[config.mk]
export PLATFORM = sky130hd
export DESIGN_NAME = mem_arbiter
export DESIGN_NICKNAME = d
export VERILOG_FILES = /design/src/rtl/mem_arbiter.sv
export SDC_FILE = /design/constraint.sdc
export NUM_CORES = 1
export LEC_CHECK = 0
export CAP_MARGIN = 20
export CORE_AREA = 2 2 111 113
export DETAILED_ROUTE_END_ITERATION = 6
export DIE_AREA = 0 0 113 115
export PLACE_DENSITY = 0.69
export SLEW_MARGIN = 30
export SYNTH_ARGS = -nofsm -noshare
export SYNTH_HDL_FRONTEND = slang
export SYNTH_SLANG_ARGS = --single-unit
[constraint.sdc]
create_clock -name clk -period 2 [get_ports clk]
set_clock_uncertainty 0.2 [all_clocks]
set_input_delay 0.2 -clock clk [delete_from_list [all_inputs] [get_ports clk]]
set_output_delay 0.2 -clock clk [all_outputs]
set_load 0.1 [all_outputs]
[src/rtl/mem_arbiter.sv]
// Two-port round-robin arbiter (core = port 0, debug = port 1) onto one memory request channel.
// Optional grant timeout/abort is built when MEM_ARBITER_TIMEOUT_EN is defined.
module mem_arbiter #(
    parameter int ADDR_WIDTH     = 32,
    parameter int DATA_WIDTH     = 32,
    parameter int TIMEOUT_CYCLES = 255
) (
    input  logic                    clk,
    input  logic                    rst,
    input  logic                    req_read_0,
    input  logic                    req_write_0,
    input  logic [ADDR_WIDTH-1:0]   addr_0,
    input  logic [DATA_WIDTH-1:0]   wdata_0,
    input  logic [DATA_WIDTH/8-1:0] byteen_0,
    input  logic                    req_read_1,
    input  logic                    req_write_1,
    input  logic [ADDR_WIDTH-1:0]   addr_1,
    input  logic [DATA_WIDTH-1:0]   wdata_1,
    input  logic [DATA_WIDTH/8-1:0] byteen_1,
    output logic                    complete_read_0,
    output logic                    complete_write_0,
    output logic                    complete_read_1,
    output logic                    complete_write_1,
    output logic                    err_0,
    output logic                    err_1,
    output logic [DATA_WIDTH-1:0]   rdata,
    output logic                    mem_read,
    output logic                    mem_write,
    output logic [ADDR_WIDTH-1:0]   mem_addr,
    output logic [DATA_WIDTH-1:0]   mem_wdata,
    output logic [DATA_WIDTH/8-1:0] mem_byteen,
    input  logic                    mem_complete_read,
    input  logic                    mem_complete_write,
    input  logic [DATA_WIDTH-1:0]   mem_rdata,
    output logic [1:0]              dbg_state_o,
    output logic                    dbg_last_grant_o
);

    typedef enum logic [1:0] {
        IDLE   = 2'd0,
        GRANT0 = 2'd1,
        GRANT1 = 2'd2
    } state_e;

    state_e state_q, state_d;
    logic   last_grant_q, last_grant_d;

    logic                    pend_0, pend_1;
    logic                    sel, sel_rd, sel_wr, sel_pend, other_pend;
    logic [ADDR_WIDTH-1:0]   sel_addr;
    logic [DATA_WIDTH-1:0]   sel_wdata;
    logic [DATA_WIDTH/8-1:0] sel_byteen;
    logic                    mem_done, fwd, timeout_hit, grant_port;

    assign pend_0     = req_read_0 | req_write_0;
    assign pend_1     = req_read_1 | req_write_1;
    assign sel        = (state_q == GRANT1);
    assign sel_rd     = sel ? req_read_1  : req_read_0;
    assign sel_wr     = sel ? req_write_1 : req_write_0;
    assign sel_pend   = sel ? pend_1      : pend_0;
    assign other_pend = sel ? pend_0      : pend_1;
    assign sel_addr   = sel ? addr_1      : addr_0;
    assign sel_wdata  = sel ? wdata_1     : wdata_0;
    assign sel_byteen = sel ? byteen_1    : byteen_0;
    assign mem_done   = mem_complete_read | mem_complete_write;
    // A withdrawn request or a reset cycle must never see a completion.
    assign fwd        = sel_pend & ~rst;

    assign rdata            = mem_rdata;
    assign dbg_state_o      = state_q;
    assign dbg_last_grant_o = last_grant_q;

`ifdef MEM_ARBITER_TIMEOUT_EN
    localparam int CLOG_W = $clog2(TIMEOUT_CYCLES + 1);
    localparam int CNT_W  = (CLOG_W > 8) ? CLOG_W : 8;
    localparam logic [CNT_W-1:0] TO_VAL = CNT_W'(TIMEOUT_CYCLES);

    logic [CNT_W-1:0] cnt_q, cnt_d;

    assign timeout_hit = (state_q != IDLE) & sel_pend & ~mem_done & (cnt_q == TO_VAL);

    // Any state change (entering or leaving a grant) restarts the count.
    always_comb begin
        cnt_d = '0;
        if (state_q != IDLE && state_d == state_q) begin
            cnt_d = cnt_q + 1'b1;
        end
    end

    always_ff @(posedge clk) begin
        if (rst) begin
            cnt_q <= '0;
        end else begin
            cnt_q <= cnt_d;
        end
    end
`else
    logic unused_timeout_cfg;
    assign unused_timeout_cfg = ^TIMEOUT_CYCLES;
    assign timeout_hit        = 1'b0;
`endif

    always_comb begin
        state_d          = state_q;
        last_grant_d     = last_grant_q;
        grant_port       = 1'b0;
        mem_read         = 1'b0;
        mem_write        = 1'b0;
        mem_addr         = '0;
        mem_wdata        = '0;
        mem_byteen       = '0;
        complete_read_0  = 1'b0;
        complete_write_0 = 1'b0;
        complete_read_1  = 1'b0;
        complete_write_1 = 1'b0;
        err_0            = 1'b0;
        err_1            = 1'b0;

        case (state_q)
            IDLE: begin
                if (pend_0 || pend_1) begin
                    grant_port   = (pend_0 && pend_1) ? ~last_grant_q : pend_1;
                    state_d      = grant_port ? GRANT1 : GRANT0;
                    last_grant_d = grant_port;
                end
            end
            GRANT0, GRANT1: begin
                // Read+write together is a write; an abort drops both strobes.
                mem_write  = sel_wr & ~timeout_hit;
                mem_read   = sel_rd & ~sel_wr & ~timeout_hit;
                mem_addr   = sel_addr;
                mem_wdata  = sel_wdata;
                mem_byteen = sel_byteen;
                if (sel) begin
                    complete_read_1  = fwd & mem_complete_read;
                    complete_write_1 = fwd & mem_complete_write;
                    err_1            = timeout_hit & ~rst;
                end else begin
                    complete_read_0  = fwd & mem_complete_read;
                    complete_write_0 = fwd & mem_complete_write;
                    err_0            = timeout_hit & ~rst;
                end
                if (!sel_pend) begin
                    state_d = IDLE;
                end else if (mem_done || timeout_hit) begin
                    if (other_pend) begin
                        state_d      = sel ? GRANT0 : GRANT1;
                        last_grant_d = ~sel;
                    end else begin
                        state_d = IDLE;
                    end
                end
            end
            default: state_d = IDLE;
        endcase
    end

    always_ff @(posedge clk) begin
        if (rst) begin
            state_q      <= IDLE;
            last_grant_q <= 1'b1;
        end else begin
            state_q      <= state_d;
            last_grant_q <= last_grant_d;
        end
    end

endmodule
* After elaboration in Yosys (flattened, before gate mapping)
Cells that the tools add are included.
** Word-level totals
- Register bits :: 3
- Bits in latches :: 0
- RAM bits :: 0
- Bits in read-only memories :: 0
- Input port bits :: 176
- Output and inout port bits :: 111
- Word-level logic and storage cells :: 60
- Memories kept :: 0
** Operators by class
- Add/subtract/negate cells :: 0
- $mul :: 0
- Div/mod/pow operators :: 0
- Order comparisons :: 0
- Equal/unequal tests :: 7
- Shifts and indexed selects :: 0
- Mux-type cells :: 33
- Bitwise operators :: 11
- Reduce and logical (&&, ||, !) cells :: 7
** Operator list (count)
- two-way mux 32 bit :: 4
- two-way mux 1 bit :: 19
- two-way mux 2 bit :: 6
- two-way mux 4 bit :: 2
- != test 2 bit (second input constant) :: 4
- AND reduction 5 bit :: 1
- AND 1 bit :: 4
- NOT 1 bit :: 4
- one-hot mux 2 bit (2 select lines) :: 1
- != test 3 bit (second input constant) :: 1
- bitwise OR 1 bit :: 3
- == test 2 x 1 -> 1 bit (second input constant) :: 1
- == test 2 bit (second input constant) :: 1
- logical NOT 2 bit :: 1
- one-hot mux 1 bit (2 select lines) :: 1
- AND reduction 2 bit :: 1
- nonzero test 2 bit :: 1
- OR reduction 2 bit :: 1
- logical AND 1 bit :: 1
- logical OR 1 bit :: 1

* Longest topological paths before layout
Gate-level depths: netlist of run 1.
- Depth after elaboration :: 6
- Depth in mapped cells :: 6
- Mapped depth without buffers :: 6

* Least setup slack after synthesis of run 1
Ideal clock, no wire load.
- Kind :: register to output
- From :: reg state_q[0] (netlist: dbg_state_o[0])
- To :: out complete_read_0
- Data arrival time :: 4.016 ns
- Data required time :: 1.600 ns
- Path slack :: -2.416 ns
- Cell stages (with the launch flop) :: 7
- Path buffers :: 2
- Path through :: dfxtp_1 -> inv_1 -> ha_1 -> buf_2 -> buf_2 -> nand2b_1 -> nor3_1
** On the way
- Word-level cells in the longest chain between the ends :: 6
- Elaborated cells between the ends (all ways) :: 8
- Those cells by class :: 2 x eq/ne; 3 x mux; 2 x bitwise; 1 x reduce/logical
** RTL lines
- start: declaration :: line 45 : state_e state_q, state_d;
- start signal: assignment :: line 163 : state_q <= state_d;
- == test 2 bit :: line 57, 119
- two-way mux 1 bit :: line 60 : assign sel_pend = sel ? pend_1 : pend_0;
- AND 1 bit :: line 67 : assign fwd = sel_pend & ~rst;
- AND 1 bit :: line 139 : complete_read_0 = fwd & mem_complete_read;
- two-way mux 1 bit :: line 134 : if (sel) begin
- two-way mux 1 bit * :: line 119 : case (state_q)
- end: declaration :: line 20 : output logic complete_read_0,
Every way passes the cells marked *; elsewhere a longest branch is shown, timed or not.

* Worst setup path in the final report of run 1
- From :: reg state_q[0] (netlist: dbg_state_o[0])
- To :: out mem_wdata[0]
** On the way
- Word-level cells in the longest chain between the ends :: 3
- Elaborated cells between the ends (all ways) :: 5
- Those cells by class :: 2 x eq/ne; 2 x mux; 1 x reduce/logical
** RTL lines
- == test 2 bit or == test 2 x 1 -> 1 bit (tied branches) :: line 57, 119
- two-way mux 32 bit or OR reduction 2 bit (tied branches) :: line 63, 119
- two-way mux 32 bit * :: line 119
- end: declaration :: line 30 : output logic [DATA_WIDTH-1:0] mem_wdata,
Marks and branches as above.

==> summary by stage, run 1 <==
Timing
The number of max-slew violations in the final report was 0. Setup repair after global routing could not meet its margin everywhere. The final period utilization is 1.03. The number of setup violations in the final report is 54. For the finished layout, the period the worst path requires is 2.06 ns. Across all setup checks in the final design, the least slack found is -0.0632 ns. For this run, the top clock speed supported by timing is 0.485 GHz. The count of endpoints failing hold in the final timing report is 0.

Floorplan
During I/O placement, the number of pins put on the boundary was 287. The total number of placement rows is 40. The overall die width is 113 um.

The initial utilization of the core area, before any placement, comes to 0.158. The floorplan step defined a die boundary enclosing 13,000 um^2. In this run the vertical extent of the chip is 115 um. The standard cell core area is 11,800 um^2.

Global route
For this run, the total global-route usage over all layers was measured as 0.141. The largest net degree at the start of global routing is 25. The total congestion overflow after global routing is 0.

The via count of the first global-routing pass was 2,829. The first global-routing pass estimated 14.7 mm of wire. The initial antenna violation count is 0.

Synth
The count of distinct cell types in the synthesized netlist is 29. The post-synthesis area per instance is 7.66 um^2. The synthesized design spends more area on one cell type than any other, namely sky130_fd_sc_hd__mux2i_1. The fraction of post-synthesis cell area in the top cell type by area is 0.382. The Yosys warning count is 0.

The cell area that synthesis handed to floorplanning was 1860 um^2. The post-synthesis instance total is 243. The sequential cell area fraction in the yosys report is 0.0323.

The synthesized design contains 3 register bits. Yosys attributes the largest share of cell area to sky130_fd_sc_hd__mux2i_1, sky130_fd_sc_hd__nor2b_1, sky130_fd_sc_hd__buf_4.

Clock network
The root buffer cell chosen for the clock tree is sky130_fd_sc_hd__clkbuf_16. The post-cts hold buffer count is 0. The later pin in the worst-skew pair is clocked with a latency of 0.22 ns. The number of buffers added by the clock tree synthesis step is 3.

The clock tree from TritonCTS is done. After clock tree synthesis, the clock-pin slew on the worst setup and hold paths is 0.03 ns. The maximum level of the CTS H-tree is 1.

Counting every sink on the clock net gives 3. The longest clock path from root to sink contains 2 buffers.

Job
The count of maximum capacitance violations is 0.

Routing
Detailed routing inserted a total of 2,568 vias. After detailed routing, the number of vias per cell comes to 4.31. The pre-antenna-repair detailed-routing pass consisted of 7 iterations.

The routed wire length per instance is 17.5 um. The final layout contains routed wiring with a total length of 10.4 mm. In the routed design, unresolved DRC markers number 16. The DRC violation total after the first TritonRoute iteration is 80. The count of nets left with antenna violations once routing finished came out at 0.

Run status
The final reports fail on design-rule violations, negative setup slack. The run finished, with violations left.

Worst setup path
The worst setup path is captured at an output pin. The standard cell with the maximum stage delay on the critical path is sky130_fd_sc_hd__dfxtp_4. The signal arrival time at the worst endpoint is 1.66 ns. The worst setup path is launched from a register. For this run, the slowest stage of the critical path takes 0.36 ns. Walking the worst path, the cells encountered are inv_6 -> ha_4 -> buf_12 -> buf_12 -> mux2i_4 -> nor2b_2 -> buf_12. The data required time at the worst endpoint is 1.60 ns. The critical path class is register to output pin. The cell seen most often among critical-path stages is sky130_fd_sc_hd__buf_12. The highest fanout seen on the critical path is 7.

Placed design
The port buffer count is 220. The worst-case setup slack after placement is 0.0492 ns. The HPWL after detailed placement is 7.60 mm. The congestion estimate from routability-driven global placement came to 0.884.

Layout
The final layout contains 630 nets. The count of inserted antenna diode cells is 0. The area of the multi-input gates is 2270 um^2. Compared with the post-synthesis result, the final layout area differs by 225%. The number of fill cells in the layout is 1,033. The area used by sequential logic in the layout is 67.6 um^2. The final core area utilization is 0.512. Of the cells placed in the final design, the portion with a size suffix greater than 1 is 0.535.

Hold path
The worst hold path belongs to the class input pin to output pin.
==> cells in the final DEF, fill, tap and decap left out, types with 2 or more instances in the layout <==
cell                              count
sky130_fd_sc_hd__nor3_4               2
sky130_fd_sc_hd__buf_6                6
sky130_fd_sc_hd__buf_4               14
sky130_fd_sc_hd__clkbuf_16            5
sky130_fd_sc_hd__a21o_1               2
sky130_fd_sc_hd__nor2b_2             40
sky130_fd_sc_hd__buf_8                2
sky130_fd_sc_hd__nor2_1               8
sky130_fd_sc_hd__ha_4                 2
sky130_fd_sc_hd__nand2b_1             4
sky130_fd_sc_hd__conb_1               2
sky130_fd_sc_hd__clkdlybuf4s50_1    143
sky130_fd_sc_hd__mux2i_2             11
sky130_fd_sc_hd__nor2_4               3
sky130_fd_sc_hd__o21ai_0              2
sky130_fd_sc_hd__mux2i_4             27
sky130_fd_sc_hd__buf_16               2
sky130_fd_sc_hd__buf_12              81
sky130_fd_sc_hd__dfxtp_4              2
sky130_fd_sc_hd__a21oi_1              2
sky130_fd_sc_hd__mux2i_1             33
sky130_fd_sc_hd__bufbuf_16            2
sky130_fd_sc_hd__nor2b_4             30
==> final cells by class <==
| class | count | share of cell area |
|---|---|---|
| clock buffer | 4 | 0.0130 |
| timing repair buffer | 252 | 0.566 |
| sequential | 3 | 0.0112 |
| tap | 147 | 0.0304 |
| inverter | 3 | 0.00310 |
| multi-input combinational | 187 | 0.376 |
==> critical path: cells and delay by family (launching register included) <==
kind / cells / cell delay, ns
simple gates: 1 / 0.16
mux: 1 / 0.18
flops: 1 / 0.36
fa+ha+maj: 1 / 0.19
buf+inv: 4 / 0.54
==> per-layer routing <==
metal | global-route usage | part of all wire | up-vias
li1 | - | - | 1201
met2 | 0.295 | 0.58 | 132
met4 | 0.0325 | 0.013 | 0
met1 | 0.146 | 0.34 | 1215
met3 | 0.0206 | 0.068 | 20
met5 | 0 | 0 | -
==> registers in the layout (all words and copies together), names as in the netlist <==
register	flops
dbg_state_o	2
dbg_last_grant_o	1
==> final timing paths <==
kind	cells past startpoint	startpoint	to	slack, ns
min reg2reg	2	dbg_last_grant_o	dbg_last_grant_o	0.43
max reg2reg	7	dbg_state_o[0]	dbg_last_grant_o	-0.02
min	0	mem_rdata[10]	rdata[10]	0.20
max	7	dbg_state_o[0]	mem_wdata[0]	-0.06
==> per-stage QoR <==
stage	cells	hold WS [ns]	TNS, ns	cell area [um^2]
after floorplan	244	0.0924	-34.94	2220
after global placement	574	0.201	0	5130
after detailed placement	574	0.201	0	5130
after CTS	591	0.201	-2.89	5730
after global routing	596	0.200	-5.20	6050
final	596	0.200	-1.87	6050
==> cell families (layout without fill, tap and decap cells) <==
group | Yosys count | after routing | share of synthesized area
compound gates | 16 | 16 | 0.0693
fa+ha+maj | 4 | 4 | 0.0269
other cells | 1 | 2 | 0.00202
flops | 3 | 3 | 0.0323
mux | 71 | 71 | 0.382
simple gates | 94 | 94 | 0.304
buf+inv | 54 | 259 | 0.184
==> cells in the mapped netlist <==
library cell / number
sky130_fd_sc_hd__o41ai_2: 1
sky130_fd_sc_hd__o311a_1: 1
sky130_fd_sc_hd__inv_1: 3
sky130_fd_sc_hd__clkbuf_1: 8
sky130_fd_sc_hd__dfxtp_1: 3
sky130_fd_sc_hd__o22ai_1: 1
sky130_fd_sc_hd__or3b_1: 1
sky130_fd_sc_hd__o21a_1: 1
sky130_fd_sc_hd__nor2b_1: 71
sky130_fd_sc_hd__a32oi_1: 1
sky130_fd_sc_hd__conb_1: 1
sky130_fd_sc_hd__buf_4: 34
sky130_fd_sc_hd__nand3_1: 1
sky130_fd_sc_hd__buf_2: 9
sky130_fd_sc_hd__a21o_1: 2
sky130_fd_sc_hd__a211o_1: 1
sky130_fd_sc_hd__nor2_1: 11
sky130_fd_sc_hd__and2b_1: 1
sky130_fd_sc_hd__or2_1: 1
sky130_fd_sc_hd__ha_1: 4
sky130_fd_sc_hd__o21ai_0: 3
sky130_fd_sc_hd__nand2b_1: 5
sky130_fd_sc_hd__nor3_1: 2
sky130_fd_sc_hd__o2111ai_2: 1
sky130_fd_sc_hd__mux2i_1: 71
sky130_fd_sc_hd__o211ai_1: 1
sky130_fd_sc_hd__a221oi_1: 1
sky130_fd_sc_hd__nand2_4: 1
sky130_fd_sc_hd__a21oi_1: 2
==> what timing repair did <==
item | 4_1_cts | 5_1_grt
pin swaps | 6 | 1
cloned | 5 | 4
setup endpoints to repair | 65 | 68
resized for setup | 59 | 49
setup buffers | 8 | 2
Power of run 1 is left out: the tool's default activity adds up to more than one toggle a clock period on the data nets, which glitch-free logic cannot reach.
==> inputs of run 2 (changes only) <==
- CORE_AREA: 2 2 111 113 -> 2 2 113 115
- DIE_AREA: 0 0 113 115 -> 0 0 115 117
- clock period: 2 -> 1.7 ns (I/O delays scaled with it)
==> summary by stage, run 2 (synthesis gave the netlist of run 1 again) <==
Worst setup path
The cell seen most often among critical-path stages is sky130_fd_sc_hd__buf_12. The cell family contributing the most delay on the critical path is buffers and inverters. For this design, the slowest cell found on the critical path is sky130_fd_sc_hd__dfxtp_4. The highest fanout seen on the critical path is 17 (+10). The startpoint type of the worst setup path is a register. The data required time at the worst endpoint is 1.33 ns (-0.27 ns).

Walking the worst path, the cells encountered are inv_6 -> ha_4 -> buf_12 -> buf_16 -> mux2i_2 -> nor2b_2 -> buf_12. The sum of buffers and inverters on the critical path is 4 (unchanged). The largest stage delay on the critical path came to 0.35 ns (about the same).

The critical path is of the register to output pin type. The signal arrival time at the worst endpoint is 1.64 ns (-0.02 ns). The type of destination of the critical path is an output pin.

Placed design
The total half-perimeter wirelength after legalization and detailed placement is 7.19 mm (-5.3%). The global placer's final weighted congestion is 0.935 (+5.8%). The port buffer count came to 220 (unchanged).

Layout
In the layout the commonest cells are sky130_fd_sc_hd__clkdlybuf4s50_1, sky130_fd_sc_hd__buf_12, sky130_fd_sc_hd__nor2b_2, sky130_fd_sc_hd__mux2i_1, sky130_fd_sc_hd__nor2b_4. The share of layout cells above drive strength 1 came to 0.511 (-0.0233). The flip-flop count of the largest register after layout is 2 (unchanged). The total number of nets in the final design is 625 (-0.79%). The commonest non-fill, non-tap cell in the layout is sky130_fd_sc_hd__clkdlybuf4s50_1. The count of inserted antenna diode cells came to 0 (unchanged). The area growth from synthesis to layout is 210%.

Timing
The aggregate negative setup slack came to -20.46 ns (-18.58 ns). For the finished layout, the period the worst path requires is 2.01 ns. The highest clock frequency the design can meet is 0.496 GHz. The final period utilization is 1.19. The setup slack after layout came to -0.315 ns (-0.252 ns). The count of endpoints failing hold in the final timing report was 0 (unchanged). The number of setup violations in the final report is 77 (+43%).

The number of max-slew violations in the final report is 0 (unchanged). Setup repair after global routing could not meet its margin everywhere.

Floorplan
The area enclosed by the die boundary was 13,500 um^2 (+3.5%). The standard cell core area came to 12,300 um^2 (+4.2%). The initial core utilization is 0.151 (-0.00640). The overall die width is 115 um (+1.8%). The number of top-level design ports is 287 (unchanged). The height of the die is 117 um (+1.7%). The total number of placement rows is 41 (+2.5%).

Clock network
The number of buffers added by the clock tree synthesis step was 3 (unchanged). The clock edge transition at the registers on the reported setup and hold paths is 0.03 ns (about the same). Clock tree synthesis selected as its root buffer the cell sky130_fd_sc_hd__clkbuf_16. The worst-skew pair later-pin latency is 0.23 ns (about the same). The maximum level of the CTS H-tree came to 1 (unchanged). The sink count of the clock tree is 3 (unchanged). The clock tree from TritonCTS is done. The maximum buffer depth of the clock tree came to 2 (unchanged).

Routing
The detailed-route vias per instance is 4.23 (-1.8%). The final routed wirelength across all metal layers is 9.37 mm (-10%). The routed wire length per instance is 15.8 um (-9.7%).

The total via count in the routed design came to 2,513 (-2.1%). The post-detailed-route count of antenna-violating nets is 0 (unchanged). The number of iterations in the first detailed-routing pass is 4 (-3). The DRC violation total after the first TritonRoute iteration was 37 (-54%).

The number of remaining DRC errors is 0 (-16).

Run status
The run finished, with violations left. The final reports fail on negative setup slack.

Job
The count of maximum capacitance violations is 0 (unchanged).

Global route
The first-pass GRT wire length is 12.3 mm (-16%). The largest net degree at the start of global routing is 40 (+60%). The total congestion overflow after global routing is 0 (unchanged). The global-route usage over all layers is 0.114 (-0.0272). The initial antenna violation count is 0 (unchanged). The via count of the first global-routing pass was 2,363 (-16%).

Hold path
The tightest min-delay check is of the input pin to output pin type.
==> run 2: changes by cell type in the layout (fill, tap and decap cells not counted), sizes merged <==
cell / change
bufbuf: -2
clkbuf: +1
buf: -4
==> run 2: area by class of cell <==
type | instances | area (um^2)
repair buffers | 247 | 3340
well taps | 150 | 188
fillers | 1105 | 6540
inverters | 3 | 16.3
multi-input cells | 187 | 2080
clock buffers | 4 | 78.8
flip-flops and latches | 3 | 67.6
==> run 2: path summary, 6_finish.rpt <==
path | start | endpoint | slack (ns) | cells past startpoint
worst min register to register | dbg_last_grant_o | dbg_last_grant_o | 0.42 | 2
worst max-delay path | dbg_state_o[0] | mem_wdata[12] | -0.31 | 7
worst max register to register | dbg_state_o[0] | dbg_last_grant_o | -0.17 | 8
worst min-delay path | mem_rdata[11] | rdata[11] | 0.14 | 0
==> run 2: repair_timing <==
item	4_1_cts	5_1_grt
buffers inserted	0	3
setup endpoints to repair	77	77
cloned	0	6
hold buffers	0	0
pin swaps	0	4
resized for setup	17	50
==> run 2: worst register-to-register path: stages, from the launching register on <==
cell	delay, ns
sky130_fd_sc_hd__dfxtp_4	0.35
sky130_fd_sc_hd__inv_6	0.07
sky130_fd_sc_hd__ha_4	0.14
sky130_fd_sc_hd__buf_12	0.14
sky130_fd_sc_hd__buf_6	0.19
sky130_fd_sc_hd__nand2b_1	0.08
sky130_fd_sc_hd__a21o_1	0.18
sky130_fd_sc_hd__a221oi_2	0.24
sky130_fd_sc_hd__mux2i_1	0.21
==> run 2: per-stage QoR <==
step                      instance area [um^2]  cells  hold slack, ns   util  worst slack (ns)
after floorplan                           2220    244          0.0624      -            -0.810
after CTS                                 5350    585           0.141  0.435            -0.326
after global routing                      5770    594           0.140  0.469            -0.351
after global placement                    5200    581           0.141  0.422            -0.115
final                                     5770    594           0.140  0.469            -0.315
after detailed placement                  5200    581           0.141  0.422            -0.192
==> run 2: layer usage <==
metal	share of wire	GRT usage	up-vias	wire length [um]
met5	0	0	-	0
met4	0.016	0.0418	0	153
met3	0.095	0.0335	17	893
met2	0.53	0.215	138	4970
met1	0.36	0.120	1162	3360
li1	-	-	1196	-
Power of run 2 is left out for the same reason.
==> inputs of run 3 (changes only) <==
- SLEW_MARGIN: 30 -> 40
==> results of run 3 <==
Same layout as run 2: the final DEF is identical, and so are final timing and power.
Power of run 3 is left out for the same reason.
